### src/rtl/serial_tx.sv
// Parallel-in, serial-out frame transmitter: start bit (0), WIDTH data bits LSB first,
// stop bit (1), each bit held for BAUD_DIV clocks. All outputs are registered.
module serial_tx #(
    parameter int WIDTH    = 8,
    parameter int BAUD_DIV = 4
) (
    input  logic             clk,
    input  logic             clr,
    input  logic             start,
    input  logic [WIDTH-1:0] din,
    output logic             ready,
    output logic             busy,
    output logic             tx,
    output logic             done
);

    localparam int BW = $clog2(BAUD_DIV) + 1;
    localparam int IW = $clog2(WIDTH) + 1;
    localparam logic [BW-1:0] BAUD_LAST = BW'(BAUD_DIV - 1);
    localparam logic [IW-1:0] IDX_LAST  = IW'(WIDTH - 1);

    typedef enum logic [1:0] {
        IDLE,
        START,
        DATA,
        STOP
    } state_t;

    state_t           state_q, state_d;
    logic [WIDTH-1:0] shift_q, shift_d;
    logic [BW-1:0]    baud_q, baud_d;
    logic [IW-1:0]    idx_q, idx_d;
    logic             tx_q, tx_d;
    logic             done_q, done_d;
    logic             ready_q, ready_d;
    logic             busy_q;
    logic             bit_end;
    logic [WIDTH-1:0] shift_nxt;

    always_ff @(posedge clk or posedge clr) begin
        if (clr) begin
            state_q <= IDLE;
            shift_q <= '0;
            baud_q  <= '0;
            idx_q   <= '0;
            tx_q    <= 1'b1;
            done_q  <= 1'b0;
            ready_q <= 1'b1;
            busy_q  <= 1'b0;
        end else begin
            state_q <= state_d;
            shift_q <= shift_d;
            baud_q  <= baud_d;
            idx_q   <= idx_d;
            tx_q    <= tx_d;
            done_q  <= done_d;
            ready_q <= ready_d;
            busy_q  <= ~ready_d;
        end
    end

    always_comb begin
        state_d   = state_q;
        shift_d   = shift_q;
        baud_d    = baud_q;
        idx_d     = idx_q;
        tx_d      = tx_q;
        done_d    = 1'b0;
        bit_end   = (baud_q == BAUD_LAST);
        shift_nxt = shift_q >> 1;

        case (state_q)
            IDLE: begin
                baud_d = '0;
                idx_d  = '0;
                tx_d   = 1'b1;
            end
            START: begin
                if (bit_end) begin
                    state_d = DATA;
                    baud_d  = '0;
                    idx_d   = '0;
                    tx_d    = shift_q[0];
                end else begin
                    baud_d = baud_q + BW'(1);
                end
            end
            DATA: begin
                if (bit_end) begin
                    baud_d  = '0;
                    shift_d = shift_nxt;
                    if (idx_q == IDX_LAST) begin
                        state_d = STOP;
                        tx_d    = 1'b1;
                    end else begin
                        idx_d = idx_q + IW'(1);
                        tx_d  = shift_nxt[0];
                    end
                end else begin
                    baud_d = baud_q + BW'(1);
                end
            end
            STOP: begin
                if (bit_end) begin
                    state_d = IDLE;
                    baud_d  = '0;
                    tx_d    = 1'b1;
                    done_d  = 1'b1;
                end else begin
                    baud_d = baud_q + BW'(1);
                end
            end
            default: begin
                state_d = IDLE;
                tx_d    = 1'b1;
            end
        endcase

        // ready is already high in the last stop cycle, so a start sampled on the
        // frame-ending edge chains the next start bit with no idle gap.
        if (start && ready_q) begin
            state_d = START;
            shift_d = din;
            baud_d  = '0;
            idx_d   = '0;
            tx_d    = 1'b0;
        end

        ready_d = (state_d == IDLE) || ((state_d == STOP) && (baud_d == BAUD_LAST));
    end

    assign ready = ready_q;
    assign busy  = busy_q;
    assign tx    = tx_q;
    assign done  = done_q;

endmodule

### config.mk
export PLATFORM = sky130hd
export DESIGN_NAME = serial_tx
export DESIGN_NICKNAME = d
export VERILOG_FILES = /design/src/rtl/serial_tx.sv
export SDC_FILE = /design/constraint.sdc
export NUM_CORES = 1
export LEC_CHECK = 0
export CAP_MARGIN = 30
export CORE_MARGIN = 2
export CORE_UTILIZATION = 50
export DETAILED_ROUTE_END_ITERATION = 7
export HOLD_SLACK_MARGIN = 0.03
export PLACE_DENSITY = 0.73
export SYNTH_ARGS = -nofsm -noshare
export SYNTH_HDL_FRONTEND = slang
export SYNTH_SLANG_ARGS = --single-unit
### constraint.sdc
create_clock -name clk -period 3.9 [get_ports clk]
set_input_delay 0.39 -clock clk [delete_from_list [all_inputs] [get_ports clk]]
set_output_delay 0.39 -clock clk [all_outputs]
set_load 0.01 [all_outputs]
==> metrics <==
status=finished clean; Final Hold Vio Count=0; sw frac=0.376; layout cells sized above 1=0.120; Combinational Power Share=0.469; Slew @ Worst Pin=893 ps; via count=871; initial core utilization=0.523; Fmax=506 MHz; Synth Instances=111; DIE AREA=2690 sq um; Root Driver=clkbuf_4; Placer Congestion=0.777; # Post-CTS Setup Buffers=0; core area=2190 sq um; # fillers=184; Max Cap Viol=0; synth top area cells=dfrtp_1 (42%), mux2i_1 (7.0%), ha_1 (6.6%); leakage=0.586 nW; HP Class=register to register; unrepaired setup endpoints after global routing=no; FF/Latch Area=528 sq um; vias in the first global route=925; ys async rst share=1.00; antenna viol nets, final=0; final net count=143; die width=51.9 um; Gates resized, CTS repair=0; dpl hpwl=1.53 mm; Clk pwr share=0.124; CP Class=register to register; Area Overhead vs Synth=15.7%; Ys Warns=0; worst setup margin=1920 ps; Psw=316 uW; capturing element type of the critical path=register; vias per inst=5.69; initial antenna violation count=0; clock skew=5.70 ps; post-synth cell types=41; port bufs=14; Post-Syn Area per Cell=10.3 sq um; number of synthesized flops with an enable pin=0; Max H-tree Level=1; 1st-iter DRT viols=14; TritonCTS Sinks=21; Max IR drop VDD=0.372 mV; largest net degree at the start of global routing=22; Max Root-Sink Buffers=2; Syn Nets=128; commonest cells in the netlist=dfrtp_1 (19), nand2_1 (12), o21ai_0 (10), mux2i_1 (8); Post-synth top flop=dfrtp_1; final period utilization=0.507; top cell type's share of synthesized area=0.415; Required @ worst endpoint=4090 ps; ANT cells=0; post-synthesis sequential area ratio=0.461; CP arrival=2170 ps; Slew headroom=0.404; most frequent cell after synthesis=dfrtp_1; final setup fails=0; IO Pins=15; mapped cell area=1140 sq um; row cnt=17; largest area contributor in the netlist=dfrtp_1; CTS tree=yes; WL final=2.07 mm; CTS Buf Count=3; setup TNS=0 ps; critical path launch point type=register; Clock Latency Late Sink=300 ps; Multi-input gate area=573 sq um; first-pass GRT wire length=3.91 mm; part of the power in registers=0.407; Clock transition at path regs=110 ps; Pwr Density=634 nW/um^2; minimum clock period=1980 ps; hold_buf cts=0; dpl ws=1650 ps; GRT Overall Usage=0.202; CP Max Fanout=11; Seq cells post-synth=21; Internal=524 uW; drt drc=0; first drt pass iteration count=4; Die Height=51.9 um; Routed wire per std cell=13.5 um; total congestion overflow=0; Max Slew Vio Count=0
per-layer routing:
metal,vias up,part of all wire,track usage
met5,-,0,0
met4,0,0.022,0.110
met3,4,0.028,0.0345
met2,13,0.48,0.335
met1,428,0.47,0.248
li1,426,-,-
critical path, cell delays in order (launching register included):
cell	delay [ps]
dfrtp_1	420
inv_1	110
ha_1	360
or2_1	330
a211o_2	320
and2_2	180
o32a_1	150
cell families after synthesis:
family	count (synthesis)	synth area share
AO/OA/AOI/OAI	30	0.183
adder cells (fa/ha/maj)	6	0.0656
buffers and inverters	10	0.0382
flip-flops	21	0.461
multiplexers	8	0.0699
AND/OR/NAND/NOR	36	0.183
layout make-up:
class                           instances  share of cell area
Multi-Input combinational cell         80               0.432
Sequential cell                        21               0.398
Clock buffer                            4              0.0198
Tap cell                               28              0.0264
Inverter                                6              0.0170
Timing Repair Buffer                   14               0.106
per-stage QoR:
| stage | total power [mW] | cells | area, sq um | util | hold WS (ps) |
|---|---|---|---|---|---|
| after CTS | 0.847 | 153 | 1330 | 0.605 | 496 |
| after global placement | 0.729 | 149 | 1300 | 0.593 | 462 |
| after floorplan | 0.637 | 111 | 1140 | - | 365 |
| final | 0.840 | 153 | 1330 | 0.605 | 502 |
| after detailed placement | 0.741 | 149 | 1300 | 0.593 | 475 |
| after global routing | 0.920 | 153 | 1330 | 0.605 | 533 |
layout by cell type, fill, tap and decap left out, drive strengths merged, types with 2 or more instances in the layout:
cell           synthesis  routed
a21oi                  4       4
a21boi                 2       2
mux2i                  8       8
and2                   3       3
a211o                  2       2
nand2b                 2       2
dfstp                  2       2
nand2                 12      12
clkdlybuf4s50          0      14
dfrtp                 19      19
clkbuf                 1       4
o21ai                 10      10
and3                   2       2
a31oi                  3       3
nor2                   2       2
o21a                   2       2
inv                    6       6
ha                     6       6
or2                    2       2
nand3                  4       4
worst paths after layout:
check	startpoint	slack (ps)	cells after the start	end
max	state_q[0]	1920	6	busy
min	baud_q[0]	500	1	baud_q[0]
max reg2reg	state_q[0]	1920	6	busy
min reg2reg	baud_q[0]	500	1	baud_q[0]
max in group asynchronous	clr	2870	2	baud_q[0]
min in group asynchronous	clr	530	2	shift_q[5]
flip-flops by register name (all words and copies together), names as in the netlist:
signal / cells
baud_q: 3
idx_q: 4
state_q: 2
busy: 1
tx: 1
done: 1
ready: 1
shift_q: 8
power by group through the flow:
| stage | Combinational, mW | Clock, mW | Sequential [mW] |
|---|---|---|---|
| final | 0.394 | 0.104 | 0.342 |
| after global routing | 0.450 | 0.115 | 0.355 |
| after CTS | 0.397 | 0.107 | 0.343 |
| after global placement | 0.386 | 0 | 0.344 |
| after detailed placement | 0.394 | 0 | 0.347 |
| after floorplan | 0.294 | 0 | 0.343 |
(Power assumes the default switching activity.)
==> variant 1 (same flow settings) <==
Re-encode `state_t` (4 states) as Gray code, 2 bits wide.
--- a/src/rtl/serial_tx.sv
+++ b/src/rtl/serial_tx.sv
@@ -22,6 +22,6 @@
     typedef enum logic [1:0] {
-        IDLE,
-        START,
-        DATA,
-        STOP
+        IDLE  = 2'b00,
+        START = 2'b01,
+        DATA  = 2'b11,
+        STOP  = 2'b10
     } state_t;
Check against the original RTL: no difference found for any inputs over 10 cycles, from zero or initial values; not proved beyond that.
==> variant 1 against the original RTL <==
- critical path depth is 5 lower
- area after synthesis is 10% lower
- first-iteration DRC count is 57% higher
- total power is 22% lower
- wire length is 19% lower
- setup slack better by 150 ps
- final area is 10% lower
- sequential cell count stayed put
- die area is 9.7% lower
- highest routed layer unchanged
==> variant 1: results <==
set metrics [dict create \
    ys_seq_area_share_pct 51.53 \
    power.switching_uw 220.8 \
    drt_iter0_drc 22 \
    post-place-cells 142 \
    dp_worst_setup_slack_ps 2058 \
    cp_max_fo 4 \
    ir_drop_v 0.0003201 \
    gp_congestion 0.7313 \
    use_met3_pct 3.988 \
    p_leak_uw 0.0005121 \
    syn-num-nets 118 \
    critPathMaxStageDelay_ps 590 \
    clock_skew_ps 4.997 \
    port-buffer-count 14 \
    grt_pass1_wl_um 3056 \
    cp_top_family "flip-flops" \
    gr-usage-met1_pct 22.36 \
    grt_pass1_vias 693 \
    num_vias 757 \
    use_met2_pct 25.00 \
    yosys-top-cells-count "20 x nand2_1, 19 x dfrtp_1, 13 x nor2_1" \
    yosys-top-cells-area "dfrtp_1 46%, nand2_1 7.3%, a31oi_1 5.5%, dfstp_2 5.1%, nor2_1 4.8%" \
    syn_avg_cell_area_sq_um 9.759 \
    grt_max_degree 22 \
    clock_latency_ps 300 \
    drt_wl_total_um 1675 \
    critical_path_arrival_ps 1440 \
    post_cts_buffers 0 \
    dr.pass1.iters 4 \
    clock_path_buffers 2 \
    grt_antenna_before_repair 0 \
    cp_slowest_cell "dfstp_2" \
    final_cell_count_no_fill 146 \
    clkTransAtPathRegs_ps 110 \
    dp_hpwl_um 1202 \
    yosysUniqueCellTypes 31 \
    status "finished clean" \
    cts_root_buf "clkbuf_4" \
    drive_above_1_share_pct 11.76 \
    grt_usage_pct 16.48 \
    slew_headroom_pct 48.14 \
    fin_nets 133 \
]
## variant 1: changes by cell type after synthesis, sizes merged, moves of 4 or more
cell,delta
a31oi,+6
nand2,+9
mux2i,-8
o21ai,-5
ha,-4
nor2,+12
## variant 1: kinds of logic after synthesis
logic type,count (synthesis),synth area share (%)
and+or+nand+nor,52,24.06
AOI/OAI and AO/OA,21,15.87
adders and majority gates,2,2.442
buffers and inverters,8,4.639
muxes,1,1.465
DFF,21,51.53
## variant 1: power by group through the flow
stage	registers, uW	logic [uW]	clock network, uW
final	340	210	103
after global routing	348	242	116
after CTS	339	212	108
after detailed placement	343	212	0
after global placement	340	205	0
after floorplan	333	167	0
## variant 1: final timing paths
kind                                start    endpoint  slack (ps)  cells after the start
worst max-delay path                ready       ready        2070                      1
max in group asynchronous             clr  shift_q[0]        2900                      2
min in group asynchronous             clr    idx_q[1]         520                      2
worst max register to register   idx_q[0]    idx_q[1]        2300                      5
worst min register to register  baud_q[0]   baud_q[0]         490                      1
worst min-delay path            baud_q[0]   baud_q[0]         490                      1
## variant 1: layout make-up
type                            instances  area [sq um]
Fill cell                             177         749.5
Sequential cell                        21         528.0
Multi-Input combinational cell         76         449.2
Timing Repair Buffer                   14         140.1
Tap cell                               27         33.78
Clock buffer                            4         26.28
Inverter                                4         15.01
## variant 1: worst register-to-register path, stage by stage, from the launching register on
cell and delay [ps]:
dfrtp_1 430, ha_1 250, nand3b_1 240, nand3_1 160
nand2_2 130, mux2_4 290
## variant 1: metal layers
metal / wire length [um] / up-vias
li1: - / 387
met1: 839 / 353
met2: 747 / 13
met3: 64 / 4
met4: 24 / 0
met5: 0 / -
==> variant 2 (config.mk and constraints unchanged) <==
Without the edit above. The parameter `BAUD_DIV` goes from 4 to 8.
--- a/src/rtl/serial_tx.sv
+++ b/src/rtl/serial_tx.sv
@@ -4,3 +4,3 @@
     parameter int WIDTH    = 8,
-    parameter int BAUD_DIV = 4
+    parameter int BAUD_DIV = 8
 ) (
Function: changed (a bounded check fails within 10 cycles, from zero or initial values).
==> variant 2 against the original RTL <==
- final area is 3.4% higher
- setup slack worse by 100 ps
- total power hardly changed
- die area is 5.4% higher
- wire length is 2.5% higher
- largest cell class unchanged
- clock skew is 4.1 ps lower
- core utilization is 0.29 points higher
- critical endpoint is now shift_q[5]
- area after synthesis is 5.9% higher
- critical path depth is 2 lower
- final cell count stayed put
- critical path type unchanged
- sequential share of layout area is 0.52 points higher
- sequential cell count is 1 higher
==> variant 2: results <==
set metrics [dict create \
    status "finished clean" \
    yosys.area_share.adder_pct 6.192 \
    yosys-top-cells-count "20 x dfrtp_1, 13 x nand2_1, 11 x o21ai_0" \
    powerSeq_uw 358 \
    critPathMaxStageDelay_ps 750 \
    crit_end "shift_q[5]" \
    hold_slack_ps 494.3 \
    rr_startpoint "baud_q[0]" \
    tightest_slew_ps 872.6 \
    hold_start "shift_q[3]" \
    power.switching_uw 299.0 \
    reg2reg_depth 4 \
    hold_end "shift_q[3]" \
    drt_wl_total_um 2121 \
    num_vias 861 \
    clock_skew_ps 1.572 \
    reg_top3 "shift_q x8, baud_q x4, idx_q x4" \
    cp_slowest_cell "a21oi_1" \
    synth_compound_area_share_pct 17.03 \
    drt_iter0_drc 10 \
    yosys-top-cells-area "dfrtp_1 41%, mux2i_1 6.6%, ha_1 6.2%, o21ai_0 4.5%, dfstp_2 4.3%" \
    grt_max_degree 23 \
    synth-seq-cells 22 \
    syn-num-nets 130 \
    gp_congestion 0.7849 \
    cp_max_fo 15 \
]
-- variant 2: cell type report --
| type | count | area (sq um) |
|---|---|---|
| inverters | 3 | 11.26 |
| flip-flops and latches | 22 | 553.0 |
| fillers | 209 | 884.6 |
| repair buffers | 14 | 140.1 |
| multi-input cells | 82 | 594.3 |
| clock buffers | 4 | 36.28 |
| well taps | 28 | 35.03 |
-- variant 2: metrics by stage --
step	setup slack (ps)	power, uW	utilization [%]	cells	area [sq um]
final	1818	838.9	60.77	153	1370
after global routing	1562	913.9	60.77	153	1370
after CTS	1793	848.1	60.77	153	1370
after detailed placement	1569	718.3	59.16	149	1334
after global placement	1669	709.1	59.16	149	1334
after floorplan	2116	637.6	-	113	1212
-- variant 2: routing by layer --
layer | vias up | track usage (%) | routed length [um]
met5 | - | 0 | 0
met4 | 0 | 7.265 | 17
met3 | 2 | 2.542 | 64
met2 | 14 | 28.60 | 976
met1 | 417 | 24.95 | 1062
li1 | 428 | - | -
